$ cat src/rtl/costas_loop_ctrl.sv
// costas_loop_ctrl
// Sequencer for a Costas carrier tracking loop. It runs the loop filter with
// wide acquisition coefficients, switches to the narrow tracking set once the
// phase error has stayed small for long enough, pulses the loop-filter rework
// (restart) input on every restart, and reports lock and loss-of-lock events.
//
// Build option: define COSTAS_CTRL_HYST_EN to make TRACK judge a sample bad
// only when |err| >= 2*i_lock_thresh. This gives hysteresis, so a loop that
// only just locked does not drop out on noise that sits near the threshold.
// Without it, TRACK uses the same threshold as ACQ and VERIFY.

module costas_loop_ctrl #(
  parameter int PERR_W      = 13,
  parameter int COEF_W      = 32,
  parameter int LOCK_CNT    = 64,
  parameter int UNLOCK_CNT  = 16,
  parameter int SETTLE_CNT  = 32,
  parameter int ACQ_TIMEOUT = 20000,
  parameter int REWORK_CYC  = 8
) (
  input  logic                     clk,
  input  logic                     rst_n,
  input  logic                     i_enable,
  input  logic [COEF_W-1:0]        i_wide_c1,
  input  logic [COEF_W-1:0]        i_wide_c2,
  input  logic [COEF_W-1:0]        i_narrow_c1,
  input  logic [COEF_W-1:0]        i_narrow_c2,
  input  logic [PERR_W-2:0]        i_lock_thresh,
  input  logic                     i_loop_valid,
  input  logic signed [PERR_W-1:0] i_phase_error,
  output logic [COEF_W-1:0]        o_pll_c1,
  output logic [COEF_W-1:0]        o_pll_c2,
  output logic                     o_rework_h,
  output logic                     o_locked,
  output logic [2:0]               o_state,
  output logic [15:0]              o_loss_cnt
);

  localparam int MAG_W = PERR_W - 1;

  // One sample/cycle counter is shared by FLUSH (clock cycles), ACQ (timeout)
  // and SETTLE (ignored samples). Only one of these is live at a time, so it
  // is sized for the largest of the three limits.
  localparam int SAMP_MAX_A = (ACQ_TIMEOUT > SETTLE_CNT) ? ACQ_TIMEOUT : SETTLE_CNT;
  localparam int SAMP_MAX   = (SAMP_MAX_A > REWORK_CYC) ? SAMP_MAX_A : REWORK_CYC;
  localparam int SAMP_W     = $clog2(SAMP_MAX + 1);
  localparam int GOOD_W     = $clog2(LOCK_CNT + 1);
  localparam int BAD_W      = $clog2(UNLOCK_CNT + 1);

  typedef enum logic [2:0] {
    ST_IDLE   = 3'd0,
    ST_FLUSH  = 3'd1,
    ST_ACQ    = 3'd2,
    ST_SETTLE = 3'd3,
    ST_VERIFY = 3'd4,
    ST_TRACK  = 3'd5
  } state_t;

  state_t              state_reg, state_next;
  logic [SAMP_W-1:0]   samp_cnt_reg, samp_cnt_next;
  logic [GOOD_W-1:0]   good_cnt_reg, good_cnt_next;
  logic [BAD_W-1:0]    bad_cnt_reg, bad_cnt_next;
  logic [COEF_W-1:0]   c1_reg, c2_reg;
  logic                rework_reg;
  logic                locked_reg;
  logic [15:0]         loss_cnt_reg;
  logic                loss_event;

  // Phase-error magnitude and per-sample quality decisions
  logic [PERR_W-1:0]   err_neg;
  logic [MAG_W-1:0]    err_mag;
  logic                sample_good;
  logic                track_bad;

  // Two's-complement magnitude. Negating the most-negative code gives that
  // code back (MSB still set), so that one case saturates to the largest
  // positive magnitude instead of wrapping to zero.
  always_comb begin
    err_neg = -i_phase_error;
    if (i_phase_error[PERR_W-1]) begin
      if (err_neg[PERR_W-1]) begin
        err_mag = {MAG_W{1'b1}};
      end else begin
        err_mag = err_neg[MAG_W-1:0];
      end
    end else begin
      err_mag = i_phase_error[MAG_W-1:0];
    end
  end

  // A threshold of zero makes every sample bad, because nothing is strictly below zero.
  assign sample_good = (err_mag < i_lock_thresh);

`ifdef COSTAS_CTRL_HYST_EN
  // 2*thresh of an MAG_W-bit value always fits in PERR_W bits, so the
  // doubled threshold can never overflow and needs no clamp.
  logic [PERR_W-1:0] thresh_x2;
  assign thresh_x2 = {i_lock_thresh, 1'b0};
  assign track_bad = ({1'b0, err_mag} >= thresh_x2);
`else
  assign track_bad = !sample_good;
`endif

  // Next-state and counter update; every state change clears all counters
  always_comb begin
    state_next    = state_reg;
    samp_cnt_next = samp_cnt_reg;
    good_cnt_next = good_cnt_reg;
    bad_cnt_next  = bad_cnt_reg;
    loss_event    = 1'b0;

    if (!i_enable) begin
      state_next = ST_IDLE;
    end else begin
      case (state_reg)
        ST_IDLE: begin
          state_next = ST_FLUSH;
        end

        // Counts clock cycles, not samples. The rework pulse spans the whole state.
        ST_FLUSH: begin
          if (samp_cnt_reg == SAMP_W'(REWORK_CYC - 1)) begin
            state_next = ST_ACQ;
          end else begin
            samp_cnt_next = samp_cnt_reg + 1'b1;
          end
        end

        // Lock is tested before the timeout, so it wins when both happen on the same sample
        ST_ACQ: begin
          if (i_loop_valid) begin
            samp_cnt_next = samp_cnt_reg + 1'b1;
            if (sample_good) begin
              good_cnt_next = good_cnt_reg + 1'b1;
            end else begin
              good_cnt_next = '0;
            end
            if (sample_good && (good_cnt_reg == GOOD_W'(LOCK_CNT - 1))) begin
              state_next = ST_SETTLE;
            end else if (samp_cnt_reg == SAMP_W'(ACQ_TIMEOUT - 1)) begin
              state_next = ST_FLUSH;
            end
          end
        end

        // The loop filter is still reacting to the coefficient switch here,
        // so the error values are not judged.
        ST_SETTLE: begin
          if (i_loop_valid) begin
            if (samp_cnt_reg == SAMP_W'(SETTLE_CNT - 1)) begin
              state_next = ST_VERIFY;
            end else begin
              samp_cnt_next = samp_cnt_reg + 1'b1;
            end
          end
        end

        // The narrow loop must prove itself without a single bad sample
        ST_VERIFY: begin
          if (i_loop_valid) begin
            if (!sample_good) begin
              state_next = ST_FLUSH;
            end else if (good_cnt_reg == GOOD_W'(LOCK_CNT - 1)) begin
              state_next = ST_TRACK;
            end else begin
              good_cnt_next = good_cnt_reg + 1'b1;
            end
          end
        end

        ST_TRACK: begin
          if (i_loop_valid) begin
            if (!track_bad) begin
              bad_cnt_next = '0;
            end else if (bad_cnt_reg == BAD_W'(UNLOCK_CNT - 1)) begin
              state_next = ST_FLUSH;
              loss_event = 1'b1;
            end else begin
              bad_cnt_next = bad_cnt_reg + 1'b1;
            end
          end
        end

        default: begin
          state_next = ST_IDLE;
        end
      endcase
    end

    if (state_next != state_reg) begin
      samp_cnt_next = '0;
      good_cnt_next = '0;
      bad_cnt_next  = '0;
    end
  end

  // State and counter registers
  always_ff @(posedge clk or negedge rst_n) begin
    if (!rst_n) begin
      state_reg    <= ST_IDLE;
      samp_cnt_reg <= '0;
      good_cnt_reg <= '0;
      bad_cnt_reg  <= '0;
    end else begin
      state_reg    <= state_next;
      samp_cnt_reg <= samp_cnt_next;
      good_cnt_reg <= good_cnt_next;
      bad_cnt_reg  <= bad_cnt_next;
    end
  end

  // These flags are computed from the next state, so they change on the same
  // edge as the state register.
  always_ff @(posedge clk or negedge rst_n) begin
    if (!rst_n) begin
      rework_reg <= 1'b0;
      locked_reg <= 1'b0;
    end else begin
      rework_reg <= (state_next == ST_FLUSH);
      locked_reg <= (state_next == ST_TRACK);
    end
  end

  // Coefficients are captured only when FLUSH or SETTLE is entered, so
  // register writes made mid-state do not disturb a running loop.
  always_ff @(posedge clk or negedge rst_n) begin
    if (!rst_n) begin
      c1_reg <= '0;
      c2_reg <= '0;
    end else if ((state_next == ST_FLUSH) && (state_reg != ST_FLUSH)) begin
      c1_reg <= i_wide_c1;
      c2_reg <= i_wide_c2;
    end else if ((state_next == ST_SETTLE) && (state_reg != ST_SETTLE)) begin
      c1_reg <= i_narrow_c1;
      c2_reg <= i_narrow_c2;
    end
  end

  // Loss-of-lock event counter. It saturates, and disabling the controller does not clear it.
  always_ff @(posedge clk or negedge rst_n) begin
    if (!rst_n) begin
      loss_cnt_reg <= '0;
    end else if (loss_event && (loss_cnt_reg != 16'hFFFF)) begin
      loss_cnt_reg <= loss_cnt_reg + 16'd1;
    end
  end

  assign o_pll_c1   = c1_reg;
  assign o_pll_c2   = c2_reg;
  assign o_rework_h = rework_reg;
  assign o_locked   = locked_reg;
  assign o_state    = state_reg;
  assign o_loss_cnt = loss_cnt_reg;

endmodule

$ cat config.mk
export PLATFORM = sky130hd
export DESIGN_NAME = costas_loop_ctrl
export DESIGN_NICKNAME = d
export VERILOG_FILES = /design/src/rtl/costas_loop_ctrl.sv
export SDC_FILE = /design/constraint.sdc
export NUM_CORES = 1
export LEC_CHECK = 0
export CAP_MARGIN = 20
export CORE_ASPECT_RATIO = 0.7
export CORE_UTILIZATION = 35
export CTS_CLUSTER_SIZE = 20
export DETAILED_ROUTE_END_ITERATION = 10
export PLACE_DENSITY = 0.73
export SLEW_MARGIN = 25
export SYNTH_ARGS = -nofsm -noshare
export SYNTH_HDL_FRONTEND = slang
export SYNTH_SLANG_ARGS = --single-unit
$ cat constraint.sdc
create_clock -name clk -period 7.9 [get_ports clk]
set_input_delay 0.79 -clock clk [delete_from_list [all_inputs] [get_ports clk]]
set_output_delay 0.79 -clock clk [all_outputs]
set_load 0.03 [all_outputs]
After elaboration in Yosys (flattened, before gate mapping):

Index checks and enable logic that the tools add are counted.

* bits in registers: 112
* input bits: 157
* output and inout bits: 85

* $add $sub $neg: 5
* order comparisons: 1
* equality and inequality tests: 25
* mux-type cells: 46
* reduce and logical (&&, ||, !) cells: 14

Operator list (count)
* two-way mux 32 bit: 4
* two-way mux 15 bit: 6
* two-way mux 7 bit: 7
* case mux 15 bit (3 select lines): 1
* two-way mux 3 bit: 13
* two-way mux 5 bit: 6
* two-way mux 12 bit: 2
* != test 3 bit (second input constant): 7
* case mux 3 bit (6 select lines): 1
* adder 16 x 1 -> 16 bit (second input constant): 1
* != test 16 bit (second input constant): 1
* adder 15 x 1 -> 15 bit (second input constant): 1
* == test 15 bit (second input constant): 1
* == test 15 x 3 -> 1 bit (second input constant): 1
* == test 15 x 5 -> 1 bit (second input constant): 1
* case mux 7 bit (2 select lines): 1
* negation 13 bit: 1
* less-than comparator 12 bit: 1
* AND reduction 6 bit: 2
* == test 3 x 2 -> 1 bit (second input constant): 3
* == test 3 bit (second input constant): 3
* nonzero test 2 bit: 4
* adder 7 x 1 -> 7 bit (second input constant): 1
* == test 7 x 6 -> 1 bit (second input constant): 1
* 12 further kinds: 21

Logic depth before layout (Yosys ltp):

Gate-level depths: netlist (run 1).

* depth in word-level cells: 13
* gate-level depth with buffers: 19
* gate-level depth less buffers: 15

Least setup slack after synthesis (run 1):

OpenSTA, ideal clock, no wires.

* kind: input-to-reg
* start point: in i_phase_error[1]
* end point: reg bad_cnt_reg[4]
* arrival: 4339 ps
* data required time: 7772 ps
* slack: 3433 ps
* stages on the path: 17
* cell sequence: inv_1 -> ha_1 -> or3b_4 -> nand2b_1 -> nor3_1 -> a21boi_0 -> o22a_1 -> ha_1 -> nand2_1 -> or4_1 -> a311o_1 -> buf_6 -> a311o_1 -> a31o_2 -> a21oi_4 -> buf_6 -> nor3_2

* word-level cells in the longest chain between the ends: 12
* elaborated cells on any way between the ends: 24
* those cells by class: add/sub: 1; order compare: 1; eq/ne: 2; mux: 15; reduce/logical: 5

RTL lines
* start, declared: RTL line 30 `input logic signed [PERR_W-1:0] i_phase_error,`
* negation 13 bit: RTL line 79 `err_neg = -i_phase_error;`
* two-way mux 12 bit: RTL line 81 `if (err_neg[PERR_W-1]) begin`
* two-way mux 12 bit *: RTL line 80 `if (i_phase_error[PERR_W-1]) begin`
* less-than comparator 12 bit *: RTL line 92 `assign sample_good = (err_mag < i_lock_thresh);`
* logical AND 1 bit: RTL line 138 `if (sample_good && (good_cnt_reg == GOOD_W'(LOCK_CNT - 1))) begin`
* two-way mux 3 bit: RTL line 138
* two-way mux 3 bit: RTL line 131 `if (i_loop_valid) begin`
* case mux 3 bit (6 select lines): RTL line 115 `case (state_reg)`
* two-way mux 3 bit: RTL line 112 `if (!i_enable) begin`
* != test 3 bit: RTL line 190 `if (state_next != state_reg) begin`
* != test 3 x 2 -> 1 bit (no source line) or nonzero test 2 bit (tied branches)
* AND reduction 4 bit (no source line)
* end signal, assigned: RTL line 208 `bad_cnt_reg <= bad_cnt_next;`
* end, declared: RTL line 62 `logic [BAD_W-1:0] bad_cnt_reg, bad_cnt_next;`

Every way passes the cells marked *; elsewhere a longest branch is shown, timed or not. The select of a mux whose other input is x is not followed.
A chain may end at the register's enable or synchronous reset.

Worst setup path after layout (run 1):

* start point: in i_phase_error[0]
* end point: reg c2_reg[26], in the netlist o_pll_c2[26]

* word-level cells in the longest chain between the ends: 12
* elaborated cells on any way between the ends: 19
* those cells by class: add/sub: 1; order compare: 1; eq/ne: 2; mux: 11; reduce/logical: 4

RTL lines
* negation 13 bit: RTL line 79
* two-way mux 12 bit: RTL line 81
* two-way mux 12 bit *: RTL line 80
* less-than comparator 12 bit *: RTL line 92
* logical AND 1 bit: RTL line 138
* two-way mux 3 bit: RTL line 138
* two-way mux 3 bit: RTL line 131
* case mux 3 bit (6 select lines) *: RTL line 115
* two-way mux 3 bit *: RTL line 112
* == test 3 x 1 -> 1 bit or == test 3 x 2 -> 1 bit (tied branches): RTL line 230, 233
* logical AND 1 bit, on equally long branches: RTL line 230, 233
* two-way mux 32 bit or nonzero test 2 bit (tied branches)
* end signal, assigned: RTL line 232 `c2_reg <= i_wide_c2;`
* end signal, assigned: RTL line 235 `c2_reg <= i_narrow_c2;`
* end, declared: RTL line 63 `logic [COEF_W-1:0] c1_reg, c2_reg;`

Every way passes the cells marked *; elsewhere a longest branch is shown, timed or not.

==> flow_metrics.tcl, run 1 <==
set metrics [dict create \
    cts_buffers 9 \
    syn2layout_area_growth_pct 44.8 \
    grt.total_usage_pct 19.9 \
    final_cell_count_no_fill 1089 \
    cts_root_buf "clkbuf_16" \
    fin_total_pwr_uw 1460 \
    synth_cell_types 58 \
    crit_path_top_delay_cell "nor2_4" \
    cpPeakStageDelay_ns 0.80 \
    layout.cells.most_common "clkdlybuf4s50_1" \
    powerDensity_nw_per_um2 160 \
    gp_congestion 0.849 \
    critPathLaunchType "input pin" \
    postCtsSetupBuffers 0 \
    path_class "in -> reg" \
    arrival_ns 6.00 \
    via_per_inst 5.39 \
    synthTopCellsByArea "dfrtp_1 (44%), a221o_1 (7.9%), and3_1 (6.0%)" \
    fmax_ghz 0.175 \
    core_sq_um 17400 \
    fillers 1551 \
    first_pass_iters 5 \
    critPathLaunch "i_phase_error[0]" \
    dp_hpwl_mm 13.2 \
    synth_compound_area_share_pct 18.7 \
    fin_nets 1027 \
    grt-ovfl-total 0 \
    synth_flop_cell "dfrtp_1" \
    rsz0062_at_grt "no" \
    pin_count 242 \
    yosysTopAreaCell "dfrtp_1" \
    synth_top_area_share_pct 44.4 \
    p_leak_uw 0.00391 \
    synthArstFlopShare_pct 100 \
    crit_path_max_fanout 34 \
    cts_sinks 112 \
    ir_drop_mv 0.0942 \
    worst_slew_pin_slew_ns 0.896 \
    synth_top_family_by_area "simple AND/OR/NAND/NOR gates" \
    min_path_type "in -> async" \
    regArea_sq_um 2800 \
    multi_input_area_sq_um 3220 \
    wl_per_cell_um 16.8 \
    synthMuxAreaShare_pct 0.813 \
    post_cts_resized 0 \
    drtIter0Drc 593 \
    row_count 40 \
    crit_required_ns 8.19 \
    vias 5866 \
    setup_viol 0 \
    ctsHoldBuffers 0 \
    cts_tree "done" \
    grt_pass1_vias 5529 \
    final_util_pct 52.5 \
    syn_area_sq_um 6310 \
    fin_tns_setup_ns 0 \
    finalHoldViolations 0 \
    synth_fp_nets 812 \
    insertion_delay_ns 0.35 \
    crit_path_end_kind "register" \
    path_cells "clkdlybuf4s50_1 > inv_1 > ha_1 > or3b_4 > nand2b_1 > nor3_1 > a21boi_0 > o22a_1 > ha_1 > nand2_1 > or4_1 > a311o_1 > nand4b_1 > nand2_1 > nor2_4 > buf_4 > a221o_1" \
    fp.dieH_um 114 \
    synthXorXnorAreaFrac_pct 4.86 \
    synth-edff-count 0 \
    initial_core_util_pct 36.2 \
    ys_seq_area_share_pct 44.4 \
    grt_pass1_wl_mm 29.6 \
    drt_wl_total_mm 18.3 \
    drcViolationCount 0 \
    dieArea_sq_um 18600 \
    setup_slack_ns 2.18 \
    layout-drive-gt1-share_pct 5.83 \
    max_cap_violations 0 \
    final_cell_mix "clkdlybuf4s50_1 (240), dfrtp_1 (112), and3_1 (61), a221o_1 (50), nand2_1 (42)" \
    synthSimpleGateAreaFrac_pct 22.9 \
    antenna_found_initial 0 \
    synthAdderAreaFrac_pct 3.37 \
    place_inst 1073 \
    slew_headroom_pct 40.1 \
    die_w_um 162 \
    finClkSkew_ns 0.00908 \
    yosys_warnings 0 \
    slew_viol_final 0 \
    final.min_clock_period_ns 5.72 \
    netlist_instances 638 \
    r2r_start "samp_cnt_reg[0]$_DFFE_PN0P_" \
    ant_nets 0 \
    grt_max_degree 74 \
    cts_max_level 3 \
    clockBufferDepth 2 \
    antenna_cells 0 \
    cts.reportedPaths.clkPinSlew_ns 0.08 \
    status "completed" \
    syn_area_per_cell_sq_um 9.89 \
    timing.final.crit_share_pct 72.4 \
    post-place-ws_ns 1.86 \
    ys_ff_latch 112 \
    io_buffers 241 \
]
[cells in the mapped netlist, drive strengths merged (3+ instances only)]
master,number
nor4,8
nor3,43
or3,5
nor2b,7
a221o,50
or4,3
dfrtp,112
and2,4
a211oi,10
o21ai,29
a31oi,23
xnor2,19
inv,23
o31ai,3
nand2,42
nand3,32
or3b,3
clkbuf,20
mux2i,4
nor2,19
xor2,16
nand4,12
a22oi,3
a21oi,12
and3,61
buf,23
ha,17
[metrics by stage]
step	hold slack, ns	cell area, sq um
final	0.402	9140
after floorplan	0.494	6310
after CTS	0.419	9140
after global placement	0.480	8850
after detailed placement	0.489	8850
after global routing	0.437	9140
[per-layer routing]
metal / GRT usage [%] / part of all wire (%) / vias to the layer above / wire, um
li1: - / - / 2857 / -
met1: 29.1 / 47 / 2773 / 8650
met2: 30.3 / 46 / 220 / 8330
met3: 4.35 / 6.5 / 16 / 1190
met4: 3.27 / 0.71 / 0 / 129
met5: 0 / 0 / - / 0
[logic make-up (layout without fill, tap and decap cells)]
kind of cell | Yosys count | after routing
buffers and inverters | 66 | 286
adder cells (fa/ha/maj) | 17 | 17
AO/OA/AOI/OAI | 152 | 152
XOR/XNOR | 35 | 35
multiplexers | 5 | 5
flip-flops | 112 | 112
AND/OR/NAND/NOR | 251 | 251
[worst max-delay path: cells and delay by family]
| family | cells | cell delay, ns |
|---|---|---|
| buffers and inverters | 3 | 0.92 |
| adder cells (fa/ha/maj) | 2 | 0.42 |
| AO/OA/AOI/OAI | 4 | 0.93 |
| AND/OR/NAND/NOR | 8 | 2.91 |
[report_power, final]
part	total [uW]	internal (uW)	switching, uW	leakage [uW]
Sequential	643	615	27.9	0.00143
Clock	442	222	220	0.000135
Combinational	374	188	186	0.00234
Total	1460	1020	434	0.00391
[path summary, 6_finish.rpt]
check,to,cells after the start,slack (ns)
min in group clk,o_loss_cnt[13]$_DFFE_PN0P_,1,0.50
max in group asynchronous,samp_cnt_reg[7]$_DFFE_PN0P_,2,6.45
worst max register to register,o_pll_c2[26]$_DFFE_PN0P_,9,3.98
worst max-delay path,o_pll_c2[26]$_DFFE_PN0P_,17,2.18
worst min-delay path,o_pll_c1[24]$_DFFE_PN0P_,1,0.40
worst min register to register,o_loss_cnt[13]$_DFFE_PN0P_,1,0.50
[layout make-up]
type | instances | share of cell area [%]
Clock buffer | 11 | 2.55
Tap cell | 231 | 3.16
Sequential cell | 112 | 30.7
Clock inverter | 5 | 0.520
Inverter | 23 | 0.945
Multi-Input combinational cell | 460 | 35.3
Timing Repair Buffer | 247 | 26.9
Power figures use the tool's default switching activity.
==> run 2: changes to the inputs <==
clock period = 5.3 ns   (was 7.9 ns; I/O delays follow)
==> run 2 against run 1 <==
Compared with the run above: clock power increased by 48%; clock-buffer cell count unchanged; non-clock buffer count increased by 9; highest routed layer unchanged.
==> flow_metrics.tcl, run 2 (same netlist as run 1, synthesis figures left out) <==
set metrics [dict create \
    crit_path_top_delay_cell "a22oi_2" \
    crit_required_ns 5.58 \
    core_sq_um 17400 \
    die_w_um 162 \
    critPathLaunch "i_phase_error[1]" \
    first_pass_iters 5 \
    drcViolationCount 0 \
    seq_power_share_pct 44.1 \
    switchingPower_uw 646 \
    fin_tns_setup_ns 0 \
    final_cell_mix "clkdlybuf4s50_1 (240), dfrtp_1 (112), and3_1 (61), a221o_1 (50), nand2_1 (42)" \
    fin_nets 1036 \
    via_per_inst 5.49 \
    layout.cells.most_common "clkdlybuf4s50_1" \
    fin_total_pwr_uw 2180 \
    rsz0062_at_grt "no" \
    pwr-share-clk_pct 30.0 \
    ctsHoldBuffers 0 \
    timing.final.crit_share_pct 90.5 \
    fp.dieH_um 114 \
    slew_viol_final 0 \
    final_cell_count_no_fill 1098 \
    r2r_slack_ns 1.87 \
    critPathLaunchType "input pin" \
    crit_path_max_fanout 39 \
    gp_congestion 0.871 \
    final.min_clock_period_ns 4.80 \
    path_class "in -> reg" \
    postCtsSetupBuffers 0 \
    place_inst 1082 \
    cts_buffers 9 \
    syn2layout_area_growth_pct 46.3 \
    grt_max_degree 78 \
    grt_pass1_wl_mm 29.2 \
    dp_hpwl_mm 13.6 \
    critPathMostFrequentCell "ha_1" \
    io_buffers 241 \
    post_cts_resized 0 \
    status "completed" \
    pin_count 242 \
    cts_sinks 112 \
    ir_drop_mv 0.138 \
    drtIter0Drc 710 \
    min_path_type "in -> async" \
    layout-drive-gt1-share_pct 6.81 \
    p_leak_uw 0.00396 \
    worst_slew_pin_slew_ns 0.893 \
    dpl_cell_area_sq_um 8950 \
    timing.hold.ws_ns 0.196 \
    slew_headroom_pct 40.3 \
    vias 6023 \
    dieArea_sq_um 18600 \
    ant_nets 0 \
    swShare_pct 29.7 \
    power.share.combinational_pct 25.9 \
    cts_max_level 3 \
    antenna_cells 0 \
    fin_area_sq_um 9230 \
    power.internal_uw 1530 \
    drt_wl_total_mm 18.6 \
    crit_path_end_kind "register" \
    grt_pass1_vias 5542 \
    path_cells "clkdlybuf4s50_1 > inv_1 > ha_1 > or3b_4 > nand2b_1 > nor3_1 > a21boi_0 > o22a_1 > ha_1 > nand2_1 > or4_1 > a311o_1 > nand4b_1 > buf_4 > a21oi_4 > a22oi_2 > buf_12 > a221o_1" \
    setup_viol 0 \
    initial_core_util_pct 36.2 \
    finClkSkew_ns 0.0146 \
    cts_tree "done" \
    max_cap_violations 0 \
    r2r_start "samp_cnt_reg[0]$_DFFE_PN0P_" \
    finalHoldViolations 0 \
    cts_root_buf "clkbuf_16" \
    grt.total_usage_pct 19.7 \
    grt-ovfl-total 0 \
    wl_per_cell_um 16.9 \
    insertion_delay_ns 0.35 \
    fmax_ghz 0.209 \
    cpPeakStageDelay_ns 0.57 \
    powerDensity_nw_per_um2 236 \
    clockBufferDepth 2 \
    antenna_found_initial 0 \
    row_count 40 \
    arrival_ns 5.07 \
    cts.reportedPaths.clkPinSlew_ns 0.08 \
]
## run 2: changes by cell type in the layout (fill, tap and decap cells not counted)
cell,delta
buf_4,+7
buf_12,+2
clkinv_4,+2
clkinvlp_4,-1
inv_8,-1
## run 2: path summary, 6_finish.rpt
path,to,cells after the start
setup / recovery,o_pll_c2[10]$_DFFE_PN0P_,18
min in group clk,o_loss_cnt[13]$_DFFE_PN0P_,1
setup reg to reg,o_pll_c2[10]$_DFFE_PN0P_,8
max in group asynchronous,samp_cnt_reg[0]$_DFFE_PN0P_,2
hold reg to reg,o_loss_cnt[13]$_DFFE_PN0P_,1
hold / removal,o_pll_c1[24]$_DFFE_PN0P_,1
## run 2: final cells by class
cell class	instances	area (sq um)
clock buffers	11	233
clock inverters	5	46.3
fillers	1573	8190
inverters	23	86.3
multi-input cells	460	3220
flip-flops and latches	112	2800
well taps	231	289
repair buffers	256	2550
## run 2: critical path, delay by kind of cell
kind / cells / cell delay, ns
AOI/OAI and AO/OA: 6 / 1.49
adders and majority gates: 2 / 0.44
buffers and inverters: 4 / 1.01
and+or+nand+nor: 6 / 1.58
## run 2: metal layers
layer / track usage [%] / part of all wire [%] / wire length, um
met5: 0 / 0 / 0
met4: 4.15 / 1.1 / 201
met3: 4.02 / 7.1 / 1330
met2: 29.6 / 45 / 8360
met1: 29.0 / 47 / 8680
## run 2: through the flow
| stage | utilization [%] | worst slack, ns |
|---|---|---|
| 4_1_cts | 53.0 | 0.528 |
| 6_report | 53.0 | 0.505 |
| 5_1_grt | 53.0 | 0.206 |
| 2_1_floorplan | - | 1.09 |
| 3_5_place_dp | 51.4 | 0.152 |
| 3_3_place_gp | 51.4 | 0.354 |
## run 2: power groups by stage
stage / combinational [uW] / sequential, uW / clock (uW)
6_report: 565 / 959 / 654
5_1_grt: 603 / 967 / 705
4_1_cts: 568 / 959 / 669
3_5_place_dp: 568 / 973 / 0
2_1_floorplan: 138 / 1090 / 0
3_3_place_gp: 561 / 975 / 0
